$ cat config.mk
export PLATFORM = sky130hd
export DESIGN_NAME = pwm_breath_ctrl_flat
export DESIGN_NICKNAME = d
export VERILOG_FILES = /design/src/rtl/pwm_ctrl_pkg.sv /design/src/rtl/pwm_breath_ctrl_if.sv /design/src/rtl/pwm_step_timer.sv /design/src/rtl/pwm_breath_ctrl.sv /design/src/flat_wrapper.sv
export SDC_FILE = /design/constraint.sdc
export NUM_CORES = 1
export LEC_CHECK = 0
export CAP_MARGIN = 20
export CORE_UTILIZATION = 53
export CTS_BUF_LIST = sky130_fd_sc_hd__clkbuf_4
export DETAILED_ROUTE_END_ITERATION = 8
export DONT_BUFFER_PORTS = 1
export GPL_TIMING_DRIVEN = 1
export PLACE_DENSITY = 0.7
export RECOVER_POWER = 25
export SETUP_SLACK_MARGIN = 0.4
export SLEW_MARGIN = 10
export SYNTH_ARGS = -nofsm -noshare
export SYNTH_HDL_FRONTEND = slang
export SYNTH_SLANG_ARGS = --single-unit
$ cat constraint.sdc
create_clock -name clk -period 12 [get_ports clk]
set_input_delay 2.4 -clock clk [delete_from_list [all_inputs] [get_ports clk]]
set_output_delay 2.4 -clock clk [all_outputs]
set_load 0.02 [all_outputs]
$ cat src/rtl/pwm_ctrl_pkg.sv
// Shared types and constants for the PWM breathing sequencer.
package pwm_ctrl_pkg;

  localparam int unsigned STEP_W_DEF = 24;
  localparam int unsigned CYC_W_DEF  = 8;
  localparam int unsigned DIV_W      = 16;
  localparam int unsigned DUTY_W     = 7;
  localparam int unsigned DUTY_FULL  = 100;

  typedef enum logic [2:0] {
    ST_IDLE    = 3'd0,
    ST_RISE    = 3'd1,
    ST_HOLD_HI = 3'd2,
    ST_FALL    = 3'd3,
    ST_HOLD_LO = 3'd4
  } state_e;

  // Clamp a requested peak duty to the full-scale value.
  function automatic logic [DUTY_W-1:0] clamp_peak(input logic [DUTY_W-1:0] peak);
    return (peak > DUTY_W'(DUTY_FULL)) ? DUTY_W'(DUTY_FULL) : peak;
  endfunction

endpackage

$ cat src/rtl/pwm_breath_ctrl_if.sv
// Configuration/request inputs and PWM-drive outputs of the breathing sequencer.
interface pwm_breath_ctrl_if
  import pwm_ctrl_pkg::*;
#(
  parameter int unsigned STEP_W = STEP_W_DEF,
  parameter int unsigned CYC_W  = CYC_W_DEF
);

  logic              start;
  logic              stop;
  logic [DIV_W-1:0]  cfg_div;
  logic [DUTY_W-1:0] cfg_peak;
  logic [STEP_W-1:0] cfg_step;
  logic [STEP_W-1:0] cfg_hold_hi;
  logic [STEP_W-1:0] cfg_hold_lo;
  logic [CYC_W-1:0]  cfg_cycles;

  logic              pwm_en;
  logic [DIV_W-1:0]  pwm_div;
  logic [DUTY_W-1:0] pwm_duty;
  logic              busy;
  logic              done;

  // Requester side: drives requests and config, observes the PWM drive.
  modport master (
    output start, stop, cfg_div, cfg_peak, cfg_step, cfg_hold_hi, cfg_hold_lo, cfg_cycles,
    input  pwm_en, pwm_div, pwm_duty, busy, done
  );

  // Sequencer side.
  modport slave (
    input  start, stop, cfg_div, cfg_peak, cfg_step, cfg_hold_hi, cfg_hold_lo, cfg_cycles,
    output pwm_en, pwm_div, pwm_duty, busy, done
  );

endinterface

$ cat src/rtl/pwm_step_timer.sv
// Shared period timer: counts 0..period-1 while enabled and flags the last count.
module pwm_step_timer
  import pwm_ctrl_pkg::*;
#(
  parameter int unsigned STEP_W = STEP_W_DEF
) (
  input  logic              clk,
  input  logic              rst_n,
  input  logic              i_clr,
  input  logic              i_en,
  input  logic [STEP_W-1:0] i_period,
  output logic              o_tc_c
);

  logic [STEP_W-1:0] r_cnt;
  logic              w_last;

  // Last count when cnt+1 reaches the period; a zero period is always "last".
  always_comb begin
    w_last = (({1'b0, r_cnt} + (STEP_W+1)'(1)) >= {1'b0, i_period});
    o_tc_c = i_en & w_last;
  end

  // Counter register: clear wins, wraps to 0 at the terminal count.
  always_ff @(posedge clk or negedge rst_n) begin
    if (!rst_n) begin
      r_cnt <= '0;
    end else if (i_clr) begin
      r_cnt <= '0;
    end else if (i_en) begin
      r_cnt <= w_last ? '0 : (r_cnt + STEP_W'(1));
    end
  end

endmodule

$ cat src/rtl/pwm_breath_ctrl.sv
// Breathing-duty sequencer that owns the enable/divider/duty inputs of one PWM generator.
module pwm_breath_ctrl
  import pwm_ctrl_pkg::*;
#(
  parameter int unsigned STEP_W = STEP_W_DEF,
  parameter int unsigned CYC_W  = CYC_W_DEF
) (
  input  logic            clk,
  input  logic            rst_n,
  pwm_breath_ctrl_if.slave bus
);

  state_e            r_state;
  state_e            w_state_nxt;

  logic              r_en,       w_en_nxt;
  logic              r_busy,     w_busy_nxt;
  logic              r_done,     w_done_nxt;
  logic [DIV_W-1:0]  r_div,      w_div_nxt;
  logic [DUTY_W-1:0] r_duty,     w_duty_nxt;
  logic [DUTY_W-1:0] r_peak,     w_peak_nxt;
  logic [STEP_W-1:0] r_step,     w_step_nxt;
  logic [STEP_W-1:0] r_hold_hi,  w_hold_hi_nxt;
  logic [STEP_W-1:0] r_hold_lo,  w_hold_lo_nxt;
  logic [CYC_W-1:0]  r_cycles,   w_cycles_nxt;
  logic [CYC_W-1:0]  r_breaths,  w_breaths_nxt;
  logic [CYC_W-1:0]  w_breaths_inc;
  logic              r_stop_pend, w_stop_pend_nxt;
  logic              w_stop;

  logic              w_tmr_clr;
  logic              w_tmr_en;
  logic [STEP_W-1:0] w_tmr_period;
  logic              w_tc;

  // One timer serves both the duty step period and the hold waits.
  pwm_step_timer #(
    .STEP_W (STEP_W)
  ) u_timer (
    .clk      (clk),
    .rst_n    (rst_n),
    .i_clr    (w_tmr_clr),
    .i_en     (w_tmr_en),
    .i_period (w_tmr_period),
    .o_tc_c   (w_tc)
  );

  // State register.
  always_ff @(posedge clk or negedge rst_n) begin
    if (!rst_n) begin
      r_state <= ST_IDLE;
    end else begin
      r_state <= w_state_nxt;
    end
  end

  // Next-state, next-output and timer control.
  always_comb begin
    w_state_nxt     = r_state;
    w_en_nxt        = r_en;
    w_busy_nxt      = r_busy;
    w_done_nxt      = 1'b0;
    w_div_nxt       = r_div;
    w_duty_nxt      = r_duty;
    w_peak_nxt      = r_peak;
    w_step_nxt      = r_step;
    w_hold_hi_nxt   = r_hold_hi;
    w_hold_lo_nxt   = r_hold_lo;
    w_cycles_nxt    = r_cycles;
    w_breaths_nxt   = r_breaths;
    w_breaths_inc   = (r_breaths == '1) ? r_breaths : (r_breaths + CYC_W'(1));
    w_stop_pend_nxt = r_stop_pend | (bus.stop & (r_state != ST_IDLE));
    w_stop          = bus.stop | r_stop_pend;
    w_tmr_en        = 1'b0;
    w_tmr_period    = r_step;

    case (r_state)
      ST_IDLE: begin
        w_stop_pend_nxt = 1'b0;
        if (bus.start && !bus.stop) begin
          w_state_nxt   = ST_RISE;
          w_en_nxt      = 1'b1;
          w_busy_nxt    = 1'b1;
          w_duty_nxt    = '0;
          w_breaths_nxt = '0;
          w_div_nxt     = (bus.cfg_div == '0) ? DIV_W'(1) : bus.cfg_div;
          w_peak_nxt    = clamp_peak(bus.cfg_peak);
          w_step_nxt    = (bus.cfg_step == '0) ? STEP_W'(1) : bus.cfg_step;
          w_hold_hi_nxt = bus.cfg_hold_hi;
          w_hold_lo_nxt = bus.cfg_hold_lo;
          w_cycles_nxt  = bus.cfg_cycles;
        end
      end

      ST_RISE: begin
        w_tmr_en     = 1'b1;
        w_tmr_period = r_step;
        if (w_stop) begin
          w_state_nxt = ST_FALL;
        end else if (r_duty >= r_peak) begin
          w_state_nxt = ST_HOLD_HI;
        end else if (w_tc) begin
          w_duty_nxt = r_duty + DUTY_W'(1);
        end
      end

      ST_HOLD_HI: begin
        w_tmr_en     = 1'b1;
        w_tmr_period = r_hold_hi;
        if (w_stop || w_tc) begin
          w_state_nxt = ST_FALL;
        end
      end

      ST_FALL: begin
        w_tmr_en     = 1'b1;
        w_tmr_period = r_step;
        if (r_duty == '0) begin
          w_state_nxt = ST_HOLD_LO;
        end else if (w_tc) begin
          w_duty_nxt = r_duty - DUTY_W'(1);
          if (r_duty == DUTY_W'(1)) begin
            w_state_nxt = ST_HOLD_LO;
          end
        end
      end

      ST_HOLD_LO: begin
        w_tmr_en     = 1'b1;
        w_tmr_period = r_hold_lo;
        if (w_tc) begin
          w_breaths_nxt = w_breaths_inc;
          if (((r_cycles != '0) && (w_breaths_inc == r_cycles)) || w_stop) begin
            w_state_nxt     = ST_IDLE;
            w_en_nxt        = 1'b0;
            w_busy_nxt      = 1'b0;
            w_done_nxt      = 1'b1;
            w_duty_nxt      = '0;
            w_stop_pend_nxt = 1'b0;
          end else begin
            w_state_nxt = ST_RISE;
          end
        end
      end

      default: begin
        w_state_nxt     = ST_IDLE;
        w_en_nxt        = 1'b0;
        w_busy_nxt      = 1'b0;
        w_duty_nxt      = '0;
        w_stop_pend_nxt = 1'b0;
      end
    endcase

    w_tmr_clr = (w_state_nxt != r_state);
  end

  // Registered outputs, latched configuration and sequence counters.
  always_ff @(posedge clk or negedge rst_n) begin
    if (!rst_n) begin
      r_en        <= 1'b0;
      r_busy      <= 1'b0;
      r_done      <= 1'b0;
      r_div       <= '0;
      r_duty      <= '0;
      r_peak      <= '0;
      r_step      <= '0;
      r_hold_hi   <= '0;
      r_hold_lo   <= '0;
      r_cycles    <= '0;
      r_breaths   <= '0;
      r_stop_pend <= 1'b0;
    end else begin
      r_en        <= w_en_nxt;
      r_busy      <= w_busy_nxt;
      r_done      <= w_done_nxt;
      r_div       <= w_div_nxt;
      r_duty      <= w_duty_nxt;
      r_peak      <= w_peak_nxt;
      r_step      <= w_step_nxt;
      r_hold_hi   <= w_hold_hi_nxt;
      r_hold_lo   <= w_hold_lo_nxt;
      r_cycles    <= w_cycles_nxt;
      r_breaths   <= w_breaths_nxt;
      r_stop_pend <= w_stop_pend_nxt;
    end
  end

  // Drive the PWM generator straight from registers.
  assign bus.pwm_en   = r_en;
  assign bus.pwm_div  = r_div;
  assign bus.pwm_duty = r_duty;
  assign bus.busy     = r_busy;
  assign bus.done     = r_done;

endmodule

$ cat src/flat_wrapper.sv
// flat-port wrapper written by rule: the top's interface ports become plain ports
module pwm_breath_ctrl_flat import pwm_ctrl_pkg::*;
#(
  parameter int unsigned STEP_W = STEP_W_DEF,
  parameter int unsigned CYC_W  = CYC_W_DEF
)
  (clk, rst_n, bus_start, bus_stop, bus_cfg_div, bus_cfg_peak, bus_cfg_step, bus_cfg_hold_hi, bus_cfg_hold_lo, bus_cfg_cycles, bus_pwm_en, bus_pwm_div, bus_pwm_duty, bus_busy, bus_done);
  pwm_breath_ctrl_if #(.STEP_W(STEP_W), .CYC_W(CYC_W)) bus_i ();
  input  logic clk;
  input  logic rst_n;
  input wire logic [$bits(bus_i.start)-1:0] bus_start;
  input wire logic [$bits(bus_i.stop)-1:0] bus_stop;
  input wire logic [$bits(bus_i.cfg_div)-1:0] bus_cfg_div;
  input wire logic [$bits(bus_i.cfg_peak)-1:0] bus_cfg_peak;
  input wire logic [$bits(bus_i.cfg_step)-1:0] bus_cfg_step;
  input wire logic [$bits(bus_i.cfg_hold_hi)-1:0] bus_cfg_hold_hi;
  input wire logic [$bits(bus_i.cfg_hold_lo)-1:0] bus_cfg_hold_lo;
  input wire logic [$bits(bus_i.cfg_cycles)-1:0] bus_cfg_cycles;
  output wire logic [$bits(bus_i.pwm_en)-1:0] bus_pwm_en;
  output wire logic [$bits(bus_i.pwm_div)-1:0] bus_pwm_div;
  output wire logic [$bits(bus_i.pwm_duty)-1:0] bus_pwm_duty;
  output wire logic [$bits(bus_i.busy)-1:0] bus_busy;
  output wire logic [$bits(bus_i.done)-1:0] bus_done;
  assign bus_i.start = bus_start;
  assign bus_i.stop = bus_stop;
  assign bus_i.cfg_div = bus_cfg_div;
  assign bus_i.cfg_peak = bus_cfg_peak;
  assign bus_i.cfg_step = bus_cfg_step;
  assign bus_i.cfg_hold_hi = bus_cfg_hold_hi;
  assign bus_i.cfg_hold_lo = bus_cfg_hold_lo;
  assign bus_i.cfg_cycles = bus_cfg_cycles;
  assign bus_pwm_en = bus_i.pwm_en;
  assign bus_pwm_div = bus_i.pwm_div;
  assign bus_pwm_duty = bus_i.pwm_duty;
  assign bus_busy = bus_i.busy;
  assign bus_done = bus_i.done;
  pwm_breath_ctrl #(.STEP_W(STEP_W), .CYC_W(CYC_W)) u_core (.clk(clk), .rst_n(rst_n), .bus(bus_i));
endmodule
==> impl_metrics.tcl <==
set metrics [dict create \
    clkSinkCount 148 \
    dieArea_um2 16600 \
    path_common_cell "nor4_1" \
    cts_tree "yes" \
    cp.depth 13 \
    hold_buffers 0 \
    drv_cap 0 \
    nets 1101 \
    grt_setup_unrepaired "false" \
    yosys_register_bits 148 \
    ir_drop_uv 133 \
    synth_edf_count 0 \
    drive_gt1_share_pct 8.14 \
    synth.most_common_cell "nand2_1" \
    max_freq_ghz 0.207 \
    finClkSkew_ns 0.0238 \
    clockBufferDepth 2 \
    areaGrowthSynthToFinish_pct 4.70 \
    clkLatencyLatePin_ns 0.55 \
    dieWidth_um 129 \
    cts-buffers-inserted 17 \
    path_max_fanout 25 \
    slowest_delay_ns 0.73 \
    post-route-period-util_pct 40.4 \
    synthesis.nets 1134 \
    drt_pass1_iterations 5 \
    hp-class "reg2reg" \
    vias_per_cell 5.81 \
    period_needed_ns 4.84 \
    required_ns 12.41 \
    endpoint_kind "flop" \
    place_ws_ns 7.20 \
    status "completed" \
    h-tree-depth 4 \
    setup.worst_path.start_class "flop" \
    synth_common_cells "nand2_1 (331), dfrtp_1 (148), a21oi_1 (53), clkbuf_1 (43), ha_1 (37)" \
    synth_area_leader_cell "dfrtp_1" \
    yosysTopAreaCellShare_pct 43.4 \
    initial_core_util_pct 54.0 \
    num_io_pins 133 \
    r2r_end "u_core.u_timer.r_cnt[0]" \
    die_h_um 129 \
    syn_area_um2 8540 \
    finalSetupViolations 0 \
    core_region_area_um2 15800 \
    fin_area_um2 8940 \
    grt_use_total_pct 25.6 \
    p_per_area_nw_per_um2 219 \
    finalHoldViolCount 0 \
    ys_warn_count 0 \
    drc 0 \
    cp_slowest_cell "a21boi_1" \
    drv_slew 0 \
    antenna_found_initial 0 \
    hpwl_mm 13.9 \
    cts_setup_buffers 0 \
    gp_congestion 0.904 \
    fp-row-count 46 \
    reg2regPathDepth 13 \
    setup_ws_ns 7.16 \
    r2r-start "u_core.u_timer.r_cnt[5]" \
    ys.flop_type "dfrtp_1" \
    power.leakage_nw 4.23 \
    syn-instance-count 990 \
    postSynthAreaPerCell_um2 8.63 \
    root_buffer "clkbuf_4" \
    wl_per_cell_um 17.0 \
    hold_slack_ns 0.490 \
    cp.buffers_inverters 1 \
    postPlaceCellArea_um2 8630 \
    crit_start "u_core.u_timer.r_cnt[5]" \
    overflow 0 \
    seq_area_frac_synth_pct 43.4 \
    worst_slew_pin_slew_ns 1.08 \
    numPortBuffers 0 \
    synthTopCellsByArea "dfrtp_1 (43%), nand2_1 (15%), ha_1 (5.4%), a21oi_1 (3.1%), nor4_2 (2.8%)" \
    r2r_slack_ns 7.16 \
    grt_max_degree 149 \
    fill_cells 1492 \
    wirelength_mm 20.1 \
    cp_cell_sequence "and4_4 > nand3_1 > nor4_1 > nand4_1 > xnor2_1 > ha_1 > nand4_1 > nor4_1 > o21ai_0 > a21boi_1 > a21o_1 > buf_4 > nor4_1" \
    synth_cell_types 68 \
    cts.repair.resized 0 \
    relSlewSlack_pct 28.1 \
    clkTransAtPathRegs_ns 0.13 \
    postRouteAntennaNets 0 \
    grt_pass1_wl_mm 33.0 \
    vias 6896 \
    drtIter0Drc 462 \
    path_class "reg2reg" \
    antenna_cells 0 \
    async_reset_ff_share_pct 100 \
    arrival_ns 5.25 \
    cpLargestDelayFamily "simple AND/OR/NAND/NOR gates" \
    setup_tns_ns 0 \
    critPathCapture "u_core.u_timer.r_cnt[0]" \
    grt_pass1_vias 6602 \
]
-- routing by layer --
layer  track usage [%]  part of all wire, %  wire, um
met1              37.3                   48      9730
met3              6.65                  6.3      1260
met5                 0                    0         0
met2              38.3                   44      8950
met4              5.61                 0.87       174
-- cell type report --
cell class | count | area [um2] | share of cell area [%]
clock buffers | 18 | 135 | 1.51
multi-input cells | 765 | 4530 | 50.7
repair buffers | 9 | 67.6 | 0.756
well taps | 216 | 270 | 3.02
flip-flops and latches | 148 | 3700 | 41.4
inverters | 16 | 60.1 | 0.672
clock inverters | 14 | 174 | 1.94
-- worst min-delay path, cell delays in order (launching register included) --
cell	delay, ns
dfrtp_1	0.36
nand2_1	0.05
nand2_1	0.05
-- stage by stage --
| step | total power [mW] | util [%] | std cells |
|---|---|---|---|
| global route | 2.11 | 56.5 | 1186 |
| floorplan | 1.45 | - | 990 |
| finish | 1.96 | 56.5 | 1186 |
| global placement | 1.60 | 54.5 | 1154 |
| CTS | 1.96 | 56.5 | 1186 |
| detailed placement | 1.63 | 54.5 | 1154 |
-- cell usage in the layout, fill, tap and decap left out, types with 5 or more instances in the layout --
cell,count
and4_1,5
a211oi_1,5
nor4_1,19
a21oi_1,53
a22o_1,27
a31oi_1,16
clkbuf_4,18
mux2i_1,5
nand2b_1,5
nor3_1,15
nand2_1,330
buf_4,9
and2_1,9
dfrtp_1,148
a22oi_1,10
and3_1,9
nand3_1,25
nor4_2,20
ha_1,37
nor2_1,25
inv_1,16
a21o_1,5
xor2_1,10
o21ai_1,5
a2bb2oi_1,7
nand4_1,10
xnor2_1,19
nor2b_1,6
o21ai_0,22
inv_6,5
-- worst min path at each step --
stage,start,end,slack (ns),cells after the start
finish,u_core.r_step[22],u_core.r_step[22],0.49,2
global route,u_core.r_hold_lo[10],u_core.r_hold_lo[10],0.51,2
CTS,u_core.r_step[5],u_core.r_step[5],0.49,2
detailed placement,u_core.r_step[5],u_core.r_step[5],0.46,2
global placement,u_core.r_hold_lo[22],u_core.r_hold_lo[22],0.46,2
floorplan,u_core.r_step[10],u_core.r_step[10],0.45,2
-- cell families after synthesis --
logic type	synth area share (%)
multiplexers	0.718
buffers and inverters	4.03
adder cells (fa/ha/maj)	5.42
XOR/XNOR	3.18
AO/OA/AOI/OAI	15.0
flip-flops	43.4
AND/OR/NAND/NOR	28.3
-- state kept, by name, indices dropped and copies added (netlist names) --
register	flops
u_core.r_cycles	8
u_core.r_stop_pend	1
u_core.bus.pwm_div	16
u_core.bus.pwm_duty	7
u_core.bus.pwm_en	1
u_core.r_state	3
u_core.r_step	24
u_core.r_peak	7
u_core.bus.done	1
u_core.u_timer.r_cnt	24
u_core.r_hold_lo	24
u_core.r_hold_hi	24
u_core.r_breaths	8
-- power breakdown --
group	internal [mW]	total (mW)	switching, mW
clock network	0.149	0.335	0.186
registers	0.693	0.913	0.220
logic	0.283	0.709	0.426
No activity file was read; power rests on OpenSTA's default activity.
==> RTL change 1: new RTL, same flow settings <==
`CYC_W_DEF`: 8 -> 6.
--- a/src/rtl/pwm_ctrl_pkg.sv
+++ b/src/rtl/pwm_ctrl_pkg.sv
@@ -3,5 +3,5 @@
 
   localparam int unsigned STEP_W_DEF = 24;
-  localparam int unsigned CYC_W_DEF  = 8;
+  localparam int unsigned CYC_W_DEF  = 6;
   localparam int unsigned DIV_W      = 16;
   localparam int unsigned DUTY_W     = 7;
Ports: changed (resized bus_cfg_cycles); port bits go from 133 to 131. The function was not compared with the original's and may differ.
==> RTL change 1 against the original RTL <==
The flow now finishes with violations (DRC). Setup slack lost 440 ps. Via count fell by 6.0%. Cell area fell by 5.6%. Routed wire length is 6.0% lower. Synthesized area fell by 5.3%. Sequential cell count fell by 4. Count of clock-buffer cells in the layout up 2. Critical path depth rose by 1.
Power is not compared: it rests on default switching activity, and its combinational part moved more than twofold at a synthesized area within 25%.
==> RTL change 1: results (changes against the original RTL) <==
{| class="wikitable"
! Metric !! Value
|-
| Outcome || complete, but fails checks (was finished, final reports clean)
|-
| Violated checks || DRC
|-
| Initial antenna violation count || 1 (was 0)
|-
| Number of global-route vias before repair || 6272 (was 6602)
|-
| Met2 routed wirelength || 8499 um (was 8945 um)
|-
| Maximum level of the CTS H-tree || 4 (unchanged)
|-
| Max FO, Critical Path || 24 (was 25)
|-
| WL met3 || 1160 um (was 1261 um)
|-
| Iteration count of the initial detailed-routing pass || 7 (was 5)
|-
| Global-route wire length before repair || 31630 um (was 33030 um)
|-
| Actual slew at the worst max-slew pin || 1086 ps (was 1078 ps)
|-
| Complex-gate fraction of the synthesized area || 16.81% (was 14.96%)
|-
| Met3 usage in global routing || 6.761% (was 6.653%)
|-
| Xor and xnor area share after synthesis || 3.031% (was 3.179%)
|-
| Synth top cells by count || nand2_1, dfrtp_1, a21oi_1 (unchanged)
|-
| Seq/Total Area, Yosys || 44.53% (was 43.36%)
|-
| Pin count of the biggest net entering global routing || 145 (was 149)
|-
| Maximum single-stage delay on the critical path || 620 ps (was 730 ps)
|-
| Clock network latency to the later pin of the worst-skew pair || 540 ps
|-
| Critical path arrival || 5730 ps (was 5250 ps)
|-
| DR iter-0 viols || 493 (was 462)
|-
| Number of distinct library cell variants in the gate-level netlist after synthesis || 66 (was 68)
|-
| Clock Skew || 16.09 ps (was 23.78 ps)
|-
| Gr usage total || 25.19% (was 25.58%)
|-
| Ratio of routed vias to standard cells || 5.793 (was 5.815)
|-
| Final critical-path share of the clock period || 43.98% (was 40.35%)
|-
| Critical-path top delay cell || o2111ai_4 (was a21boi_1)
|-
| Routed length on met1 || 8951 um (was 9727 um)
|-
| Routability congestion estimate from global placement || 0.8538 (was 0.9036)
|-
| Placed Area || 0.008175 mm2 (was 0.008633 mm2)
|-
| DRC Markers || 1 (was 0)
|-
| Layout cell share with drive strength beyond 1 || 7.816% (was 8.144%)
|-
| Share of cell area taken by muxes after synthesis || 0.9896% (was 0.7178%)
|-
| Post-DP HPWL || 12970 um (was 13900 um)
|}
-- RTL change 1: cell types whose count changed in the layout (fill, tap and decap cells not counted), sizes merged, moves of 5 or more --
cell / delta
and4: -5
o21ai: -8
nand3: +6
a211oi: -5
clkinv: +5
a22oi: +5
a21o: +5
a2bb2oi: -6
nor2: +7
o41ai: +6
and2: -6
nor4: -29
-- RTL change 1: stage by stage --
stage                     total power, W  instances  util (%)  hold slack [ps]
after floorplan                0.0006862        945         -            446.0
after global placement         0.0007187       1086     55.62            457.3
after detailed placement       0.0007228       1086     55.62            462.3
after CTS                       0.001012       1118     57.41            490.6
after global routing            0.001061       1119     57.42            510.5
final                           0.001003       1119     57.42            486.3
-- RTL change 1: worst paths after layout --
| kind | start | end | depth (start not counted) |
|---|---|---|---|
| max | u_core.u_timer.r_cnt[0] | u_core.u_timer.r_cnt[11] | 14 |
| min | u_core.r_hold_hi[2] | u_core.r_hold_hi[2] | 2 |
| max reg2reg | u_core.u_timer.r_cnt[0] | u_core.u_timer.r_cnt[11] | 14 |
| min reg2reg | u_core.r_hold_hi[2] | u_core.r_hold_hi[2] | 2 |
| max in group asynchronous | rst_n | u_core.r_step[0] | 0 |
| min in group asynchronous | rst_n | u_core.bus.pwm_div[6] | 0 |
-- RTL change 1: tightest hold or removal path, stage by stage, from the launching register on --
cell     delay (ps)
dfrtp_1         360
nand2_1          50
nand2_1          50
-- RTL change 1: area by class of cell --
| class | instances | area [um2] |
|---|---|---|
| Timing Repair Buffer | 10 | 75.07 |
| Tap cell | 184 | 230.2 |
| Sequential cell | 144 | 3603 |
| Fill cell | 1363 | 6259 |
| Clock buffer | 20 | 150.1 |
| Antenna cell | 1 | 2.502 |
| Clock inverter | 12 | 112.6 |
| Multi-Input combinational cell | 731 | 4203 |
| Inverter | 17 | 63.81 |
==> RTL change 2: new RTL, same flow settings <==
Made on the original files. Take the reset off `r_hold_hi` and load it in a clocked block of its own.
--- a/src/rtl/pwm_breath_ctrl.sv
+++ b/src/rtl/pwm_breath_ctrl.sv
@@ -166,5 +166,4 @@
       r_peak      <= '0;
       r_step      <= '0;
-      r_hold_hi   <= '0;
       r_hold_lo   <= '0;
       r_cycles    <= '0;
@@ -179,5 +178,4 @@
       r_peak      <= w_peak_nxt;
       r_step      <= w_step_nxt;
-      r_hold_hi   <= w_hold_hi_nxt;
       r_hold_lo   <= w_hold_lo_nxt;
       r_cycles    <= w_cycles_nxt;
@@ -185,4 +183,8 @@
       r_stop_pend <= w_stop_pend_nxt;
     end
+  end
+
+  always_ff @(posedge clk) begin
+    r_hold_hi <= w_hold_hi_nxt;
   end
 
Function: no difference found for any inputs over 4 cycles, from zero or initial values and one cycle with rst_n low; that may be too few to reach the edited logic, so the function may still have changed.
==> RTL change 2 against the original RTL <==
Routed wire length down 5.3%. Combinational power decreased by 2%. Final cell count down 9.4%. Sequential cell count unchanged. Fmax is 13% lower. Synthesized area decreased by 5.6%. Cell area down 5.6%. Setup slack worse by 740 ps. Total power is 7.0% lower. Sequential share of layout area up 3.9 points.
==> RTL change 2: results (changes against the original RTL) <==
{| class="wikitable"
! Metric !! Value
|-
| Routed length on met1 || 8653 um (was 9727 um)
|-
| Pin count of the biggest net entering global routing || 125 (was 149)
|-
| Capture endpoint of the worst hold path || u_core.r_step[13] (was u_core.r_step[22])
|-
| Post-DP HPWL || 13250 um (was 13900 um)
|-
| Number of placed instances with taps included || 1039 (was 1154)
|-
| Worst setup slack after placement || 6323 ps (was 7202 ps)
|-
| Layout cell share with drive strength beyond 1 || 7.528% (was 8.144%)
|-
| Clock network latency to the later pin of the worst-skew pair || 590 ps (was 550 ps)
|-
| Met2 routed wirelength || 8630 um (was 8945 um)
|-
| Worst Min Path Start || u_core.r_step[13] (was u_core.r_step[22])
|-
| Seq/Total Area, Yosys || 47.42% (was 43.36%)
|-
| Global-route wire length before repair || 31530 um (was 33030 um)
|-
| Leading cell types by total area after synthesis || dfrtp_1, nand2_1, edfxtp_1 (was dfrtp_1, nand2_1, ha_1)
|-
| Critical path arrival || 6040 ps (was 5250 ps)
|-
| Routability congestion estimate from global placement || 0.9032 (was 0.9036)
|-
| Final standard cell count with taps included and fillers excluded || 1075 (was 1186)
|-
| Number of cell instances on the worst register-to-register path || 16 (was 13)
|-
| Crit Reg-Reg Startpoint || u_core.u_timer.r_cnt[8] (was u_core.u_timer.r_cnt[5])
|-
| CTS root buf || clkbuf_4 (unchanged)
|-
| Max FO, Critical Path || 17 (was 25)
|-
| Gr usage total || 25.47% (was 25.58%)
|-
| Mapped Avg Cell Area || 9.000 um2 (was 8.627 um2)
|-
| Worst R2R End || u_core.u_timer.r_cnt[21] (was u_core.u_timer.r_cnt[0])
|-
| DR iter-0 viols || 497 (was 462)
|-
| Leakage || 3.891 nW (was 4.234 nW)
|-
| WL/cell || 17.71 um (was 16.96 um)
|-
| Final critical-path share of the clock period || 46.48% (was 40.35%)
|-
| Ratio of routed vias to standard cells || 6.033 (was 5.815)
|-
| Max-Slew Margin vs Limit || 41.78% (was 28.11%)
|-
| Post-synth EDFFs || 24 (was 0)
|-
| Outcome || finished, final reports clean (unchanged)
|-
| Worst ir drop on vdd || 0.0001157 V (was 0.0001333 V)
|-
| Clock Skew || 34.21 ps (was 23.78 ps)
|-
| WL met3 || 1418 um (was 1261 um)
|-
| Total Nets Final || 1021 (was 1101)
|-
| Placed Area || 0.008134 mm2 (was 0.008633 mm2)
|-
| Initial antenna violation count || 1 (was 0)
|-
| R2r setup slk || 6420 ps (was 7160 ps)
|-
| Number of distinct library cell variants in the gate-level netlist after synthesis || 71 (was 68)
|-
| Synth top cells by count || nand2_1, dfrtp_1, nor2_1 (was nand2_1, dfrtp_1, a21oi_1)
|-
| FFs w/ async S/R, synth || 83.78% (was 100.0%)
|}
RTL change 2: cell types whose count changed after synthesis, sizes merged, moves of 8 or more:
cell    before  now
clkbuf      43   35
nand2      331  266
a31oi       16    6
nor4        40   14
edfxtp       0   24
dfrtp      148  124
nor2        25   57
o21ai       27   37
RTL change 2: worst max path at each step:
stage,cells after the start,startpoint,end
after global routing,16,u_core.u_timer.r_cnt[8],u_core.u_timer.r_cnt[21]
after global placement,16,u_core.u_timer.r_cnt[0],u_core.u_timer.r_cnt[13]
after CTS,15,u_core.u_timer.r_cnt[8],u_core.u_timer.r_cnt[10]
after floorplan,6,bus_start,u_core.r_hold_hi[0]
final,16,u_core.u_timer.r_cnt[8],u_core.u_timer.r_cnt[21]
after detailed placement,15,u_core.u_timer.r_cnt[8],u_core.u_timer.r_cnt[8]
RTL change 2: cell families (layout without fill, tap and decap cells):
| group | after synthesis | after routing | share of synthesized area, % |
|---|---|---|---|
| adders and majority gates | 37 | 37 | 5.741 |
| and+or+nand+nor | 433 | 433 | 23.96 |
| xor gates and xnor gates | 29 | 29 | 3.150 |
| buffers and inverters | 62 | 56 | 3.414 |
| AOI/OAI and AO/OA | 183 | 183 | 15.81 |
| muxes | 4 | 4 | 0.5120 |
| DFF | 148 | 148 | 47.42 |
| other | 0 | 1 | 0 |
RTL change 2: critical path: stages, from the launching register on:
cell and delay (ps):
dfrtp_1 490, and4_1 260, nand3_1 190, nor4_1 540
and2_1 350, nand4_1 200, xnor2_1 180, ha_1 340
nand4_1 130, nor3_1 70, a221oi_1 340, o211ai_1 250
or3_1 700, o2111a_1 410, a221oi_4 690, buf_6 260
nor2_1 60
RTL change 2: report_power, final:
part / switching (W) / leakage (nW) / internal (W)
combinational: 0.000429 / 1.94 / 0.000265
sequential: 0.000163 / 1.82 / 0.000661
clock: 0.000192 / 0.134 / 0.000110
total: 0.000785 / 3.89 / 0.00104
RTL change 2: area by class of cell:
| class | count | area (um2) |
|---|---|---|
| inverters | 13 | 50.05 |
| fillers | 1309 | 6256 |
| clock buffers | 19 | 142.6 |
| well taps | 184 | 230.2 |
| repair buffers | 11 | 98.84 |
| multi-input cells | 686 | 3970 |
| diodes | 1 | 2.502 |
| flip-flops and latches | 148 | 3824 |
| clock inverters | 13 | 125.1 |
RTL change 2: metal layers:
metal	GRT usage, %	vias to the layer above
li1	-	3100
met1	35.46	3139
met2	38.25	223
met3	6.590	24
met4	9.828	0
met5	0	-
